File: config.mk
export PLATFORM = sky130hd
export DESIGN_NAME = regfile_param_flat
export DESIGN_NICKNAME = d
export VERILOG_FILES = /design/src/rtl/regfile_param_pkg.sv /design/src/rtl/regfile_param_if.sv /design/src/rtl/regfile_clear_seq.sv /design/src/rtl/regfile_param.sv /design/src/flat_wrapper.sv
export SDC_FILE = /design/constraint.sdc
export NUM_CORES = 1
export LEC_CHECK = 0
export CORE_UTILIZATION = 45
export DETAILED_ROUTE_END_ITERATION = 16
export PLACE_DENSITY = 0.74
export SETUP_SLACK_MARGIN = 0.5
export SLEW_MARGIN = 15
export SYNTH_ARGS = -nofsm -noshare
export SYNTH_HDL_FRONTEND = slang
export SYNTH_SLANG_ARGS = --single-unit
File: constraint.sdc
create_clock -name clk -period 2.8 [get_ports clk]
set_input_delay 0.42 -clock clk [delete_from_list [all_inputs] [get_ports clk]]
set_output_delay 0.42 -clock clk [all_outputs]
set_load 0.05 [all_outputs]
File: src/rtl/regfile_param_pkg.sv
// Shared definitions for the parameterised register file: clear-FSM
// state encoding and the address-width helper.
package regfile_param_pkg;

    typedef enum logic [0:0] {
        IDLE  = 1'b0,
        SWEEP = 1'b1
    } clearState_t;

    // Smallest n with 2**n >= value; used to size address fields.
    function automatic int clog2(input int value);
        int result;
        result = 0;
        while ((1 << result) < value) begin
            result++;
        end
        return result;
    endfunction

endpackage

File: src/rtl/regfile_param_if.sv
// Bus bundle for the register file: one write port, two read ports,
// the sweep-clear request and the status outputs.
interface regfile_param_if
    import regfile_param_pkg::*;
#(
    parameter int DATA_W = 8,
    parameter int DEPTH  = 16
);
    localparam int ADDR_W = clog2(DEPTH);

    logic              writeEnable;
    logic [ADDR_W-1:0] writeAddress;
    logic [DATA_W-1:0] writeData;
    logic [ADDR_W-1:0] readAddress1;
    logic [ADDR_W-1:0] readAddress2;
    logic [DATA_W-1:0] readData1;
    logic [DATA_W-1:0] readData2;
    logic              clearReq;
    logic              busy;
    logic              writeDrop;

    modport master (
        output writeEnable, writeAddress, writeData,
        output readAddress1, readAddress2, clearReq,
        input  readData1, readData2, busy, writeDrop
    );

    modport slave (
        input  writeEnable, writeAddress, writeData,
        input  readAddress1, readAddress2, clearReq,
        output readData1, readData2, busy, writeDrop
    );

endinterface

File: src/rtl/regfile_clear_seq.sv
// Background sweep-clear sequencer: walks a pointer over every entry,
// one per cycle, and tells the storage which entry to zero.
module regfile_clear_seq
    import regfile_param_pkg::*;
#(
    parameter int DEPTH = 16
)(
    input  logic                     clk,
    input  logic                     rst,
    input  logic                     clearReq,
    output logic                     busy,
    output logic                     clearEn,
    output logic [clog2(DEPTH)-1:0]  clearIdx
);
    localparam int ADDR_W = clog2(DEPTH);
    localparam logic [ADDR_W-1:0] LAST_IDX = ADDR_W'(DEPTH - 1);

    clearState_t       state;
    clearState_t       stateNext;
    logic [ADDR_W-1:0] ptr;
    logic [ADDR_W-1:0] ptrNext;

    // State and pointer registers; reset returns to an idle sequencer.
    always_ff @(posedge clk) begin
        if (rst) begin
            state <= IDLE;
            ptr   <= '0;
        end else begin
            state <= stateNext;
            ptr   <= ptrNext;
        end
    end

    // Next-state logic; the last entry's clear and the return to idle happen together.
    always_comb begin
        stateNext = state;
        ptrNext   = ptr;
        case (state)
            IDLE: begin
                if (clearReq) begin
                    stateNext = SWEEP;
                    ptrNext   = '0;
                end
            end
            SWEEP: begin
                ptrNext = ptr + ADDR_W'(1);
                if (ptr == LAST_IDX) begin
                    stateNext = IDLE;
                end
            end
            default: begin
                stateNext = IDLE;
                ptrNext   = '0;
            end
        endcase
    end

    // Outputs are purely a function of the current state and pointer.
    always_comb begin
        busy     = (state == SWEEP);
        clearEn  = (state == SWEEP);
        clearIdx = ptr;
    end

endmodule

File: src/rtl/regfile_param.sv
// Parameterised register file with one write port, two combinational read
// ports, optional write-to-read forwarding and a background sweep-clear.
module regfile_param
    import regfile_param_pkg::*;
#(
    parameter int DATA_W = 8,
    parameter int DEPTH  = 16,
    parameter int BYPASS = 1
)(
    input  logic           clk,
    input  logic           rst,
    regfile_param_if.slave bus
);
    localparam int ADDR_W = clog2(DEPTH);

    logic [DATA_W-1:0] mem [DEPTH];
    logic              busy;
    logic              clearEn;
    logic [ADDR_W-1:0] clearIdx;
    logic              writeAccept;
    logic              writeDropReg;

    regfile_clear_seq #(
        .DEPTH(DEPTH)
    ) clearSeq (
        .clk      (clk),
        .rst      (rst),
        .clearReq (bus.clearReq),
        .busy     (busy),
        .clearEn  (clearEn),
        .clearIdx (clearIdx)
    );

    assign writeAccept   = bus.writeEnable && !busy && !rst;
    assign bus.busy      = busy;
    assign bus.writeDrop = writeDropReg;

    // Storage update: reset wipes everything, then sweep clearing, then normal writes.
    always_ff @(posedge clk) begin
        if (rst) begin
            for (int i = 0; i < DEPTH; i++) begin
                mem[i] <= '0;
            end
        end else if (clearEn) begin
            mem[clearIdx] <= '0;
        end else if (writeAccept) begin
            mem[bus.writeAddress] <= bus.writeData;
        end
    end

    // Flag writes that arrived while the sweep owned the array.
    always_ff @(posedge clk) begin
        if (rst) begin
            writeDropReg <= 1'b0;
        end else begin
            writeDropReg <= bus.writeEnable && busy;
        end
    end

    // Read ports: optional forwarding of the accepted write, forced to zero during a sweep.
    always_comb begin
        bus.readData1 = mem[bus.readAddress1];
        bus.readData2 = mem[bus.readAddress2];
        if (BYPASS != 0 && writeAccept) begin
            if (bus.readAddress1 == bus.writeAddress) begin
                bus.readData1 = bus.writeData;
            end
            if (bus.readAddress2 == bus.writeAddress) begin
                bus.readData2 = bus.writeData;
            end
        end
        if (busy) begin
            bus.readData1 = '0;
            bus.readData2 = '0;
        end
    end

endmodule

File: src/flat_wrapper.sv
// flat-port wrapper written by rule: the top's interface ports become plain ports
module regfile_param_flat import regfile_param_pkg::*;
#(
    parameter int DATA_W = 8,
    parameter int DEPTH  = 16,
    parameter int BYPASS = 1
)
  (clk, rst, bus_writeEnable, bus_writeAddress, bus_writeData, bus_readAddress1, bus_readAddress2, bus_clearReq, bus_readData1, bus_readData2, bus_busy, bus_writeDrop);
  regfile_param_if #(.DATA_W(DATA_W), .DEPTH(DEPTH)) bus_i ();
  input  logic clk;
  input  logic rst;
  input wire logic [$bits(bus_i.writeEnable)-1:0] bus_writeEnable;
  input wire logic [$bits(bus_i.writeAddress)-1:0] bus_writeAddress;
  input wire logic [$bits(bus_i.writeData)-1:0] bus_writeData;
  input wire logic [$bits(bus_i.readAddress1)-1:0] bus_readAddress1;
  input wire logic [$bits(bus_i.readAddress2)-1:0] bus_readAddress2;
  input wire logic [$bits(bus_i.clearReq)-1:0] bus_clearReq;
  output wire logic [$bits(bus_i.readData1)-1:0] bus_readData1;
  output wire logic [$bits(bus_i.readData2)-1:0] bus_readData2;
  output wire logic [$bits(bus_i.busy)-1:0] bus_busy;
  output wire logic [$bits(bus_i.writeDrop)-1:0] bus_writeDrop;
  assign bus_i.writeEnable = bus_writeEnable;
  assign bus_i.writeAddress = bus_writeAddress;
  assign bus_i.writeData = bus_writeData;
  assign bus_i.readAddress1 = bus_readAddress1;
  assign bus_i.readAddress2 = bus_readAddress2;
  assign bus_i.clearReq = bus_clearReq;
  assign bus_readData1 = bus_i.readData1;
  assign bus_readData2 = bus_i.readData2;
  assign bus_busy = bus_i.busy;
  assign bus_writeDrop = bus_i.writeDrop;
  regfile_param #(.DATA_W(DATA_W), .DEPTH(DEPTH), .BYPASS(BYPASS)) u_core (.clk(clk), .rst(rst), .bus(bus_i));
endmodule
==> run metrics <==
Leakage Power=roughly 0.0034 uW; Die Y=between 100 and 150 microns; initial antenna violation count=0; post-synthesis register bit count=134; Final Max Slew Viols=0; Max Clock Skew=roughly 4.6 ps; Via density=6.394; 1st-pass router iterations=5; Max H-tree Level=4; clock sink count=around 130; ys flop type=edfxtp_1; clk slew on worst S/H paths=about 60 ps; Final #Nets=~640; ratio of cells with drive above 1 in the final layout=0.4388; largest cells by area after synthesis=edfxtp_1 52%, mux4_2 20%, nor2_1 6.8%, a22oi_1 3.3%, nand4_4 2.3%; Total Wirelength=21.60 mm; largest net degree at the start of global routing=25; Fillers=roughly 1100; Worst slew margin=0.5417; gpl congestion=~0.96; total gr overflow=0; Synth area leader=edfxtp_1; Iter 0 DRT Violations=843; Worst setup EP type=primary output; Post-synth top cells=133 x nor2_1, 128 x edfxtp_1, 64 x mux4_2, 32 x a22oi_1, 25 x nand2_1; RSZ-0062 raised after global routing=true; Final ANT Viol Nets=0; post-synth cell types=38; CP Class=reg2out; row count=46; delay-heaviest family, CP=compound AO/OA/AOI/OAI gates; Power Dens Cells=a little under 600 mW/mm^2; Layout area overhead=29.97%; I/O Pins=42; core box area=about 0.016 sq mm; clock buffer depth=2; top-count cell post-synth=nor2_1; vias in the first global route=around 5300; WL per Instance=approximately 26 microns; pre-CTS setup slack=-97.76 ps; syn_area_per_cell=between 10 and 15 sq um; critical path's largest stage delay=~500 ps; Yosys top cell area share=0.5225; Syn Nets=about 550; final hold vios=0; I/O Buffers=41; Slew @ Worst Pin=slightly below 700 ps; Worst path slowest cell=mux4_2; Num CTS Buffers=17; clock root cell=clkbuf_16; fin crit share=0.9080; ant diodes=0; first-pass GRT wire length=32.24 mm; Critical Path AT=roughly 2100 ps; hold crit path type=in2reg; post-layout util=0.5997; Crit path required time=~2400 ps; CTS tree=done; DRC=0; Post-synth EDFFs=128; CP Launch Type=register; setup slack after layout=approximately 260 ps; worst path buffer plus inverter count=1; die area=0.01686 sq mm; Clk Latency, worst-skew pair=about 420 ps; Setup violations, final=0; Initial Util=0.4614; total number of vias=between 5000 and 6000; VDD IR max=approximately 0.38 mV; die width=~130 microns; Max Clk Rate=approximately 390 MHz; Final min period=2542 ps; CP cell instances=mux4_2, a22oi_2, nand2_1, a22o_2, buf_6; Post-DP HPWL=between 10 and 15 mm; max cap viols=0; synthesis warning total=0; Worst Path Max Fanout=2; Tot GR Track Use=0.2705; status=complete, no violations; Post-Syn Instances=about 530; sequential share of the synthesized area=0.5389; Post-synth ARST share=0; cell area after synthesis=between 0.007 and 0.008 sq mm
==> layout by cell type, fill, tap and decap left out, types with 2 or more instances in the layout <==
cell type,n
nor2b_4,3
nand2_2,3
nor4_2,2
mux2i_4,3
nand2b_1,10
buf_12,14
dlymetal6s2s_1,3
mux4_2,64
mux2_2,3
edfxtp_1,128
clkinv_4,2
and2_4,3
a21oi_1,4
bufinv_16,5
dlygate4sd2_1,6
a22oi_1,9
nand4_2,8
a22oi_2,23
clkinv_2,4
clkinvlp_4,2
buf_2,2
nor3_1,2
nor2_1,132
clkbuf_16,19
nand2_1,22
a22o_2,14
clkinv_1,2
a22o_4,2
clkdlybuf4s50_1,11
buf_6,7
buf_8,13
xor2_1,7
a21oi_4,3
nand2b_2,7
buf_4,53
dfxtp_1,5
nand4_4,8
==> timing repair <==
action | CTS | global route
hold buffers | 0 | 0
gates resized for setup | 83 | 26
setup endpoints to repair | 96 | 40
pin swaps | 45 | 10
cloned | 0 | 2
buffers inserted | 10 | 5
==> where the power goes <==
group | internal (uW) | switching (uW) | leakage (uW)
registers | 2270 | 50.1 | 0.00137
logic | 403 | 494 | 0.00171
clock network | 1570 | 833 | 0.000307
total | 4240 | 1380 | 0.00339
==> cell families (layout without fill, tap and decap cells) <==
| logic type | after synthesis | after routing | synth area share |
|---|---|---|---|
| and+or+nand+nor | 210 | 210 | 0.1500 |
| DFF | 134 | 134 | 0.5389 |
| muxes | 71 | 71 | 0.2111 |
| AOI/OAI and AO/OA | 59 | 59 | 0.06209 |
| buffers and inverters | 43 | 146 | 0.02670 |
| xor gates and xnor gates | 8 | 8 | 0.009526 |
| adders and majority gates | 1 | 1 | 0.001701 |
==> cell type report <==
class                   count  area [sq um]  share of cell area
flip-flops and latches    134          3968              0.4150
multi-input cells         349          3456              0.3615
repair buffers            113          1227              0.1284
clock buffers              17         425.4             0.04450
well taps                 216         270.3             0.02827
clock inverters            15         210.2             0.02199
inverters                   1         3.754           0.0003926
==> flip-flops by register name (all words and copies together), names as in the netlist <==
name                      cells
u_core.mem                  128
u_core.bus.writeDrop          1
u_core.clearSeq.clearIdx      4
u_core.clearSeq.busy          1
==> metal layers <==
metal	wire length (microns)	GRT usage
met4	925	0.1259
met1	7933	0.3563
met2	10400	0.4310
met5	0	0
met3	2341	0.05781
==> stage by stage <==
stage / std cells / instance area [sq um] / total power, uW / TNS (ps) / hold slack, ps
after floorplan: 526 / 7430 / 2836 / 0 / 557.7
after global placement: 796 / 8396 / 3096 / -859.6 / 581.8
after detailed placement: 796 / 8396 / 3118 / -1349 / 624.8
after CTS: 838 / 9402 / 5568 / 0 / 460.3
after global routing: 845 / 9560 / 5744 / 0 / 491.0
final: 845 / 9560 / 5617 / 0 / 487.8
==> final timing paths <==
kind,from,endpoint,slack [ps],cells past startpoint
setup / recovery,u_core.mem[4][0]$_SDFFCE_PN0P_,bus_readData1[0],260,5
hold / removal,bus_writeEnable,u_core.bus.writeDrop$_SDFF_PP0_,490,2
setup reg to reg,u_core.clearSeq.busy$_SDFF_PP0_,u_core.mem[4][4]$_SDFFCE_PN0P_,640,6
hold reg to reg,u_core.clearSeq.clearIdx[3]$_SDFFE_PP0P_,u_core.clearSeq.clearIdx[3]$_SDFFE_PP0P_,630,2
Power figures use the tool's default switching activity.
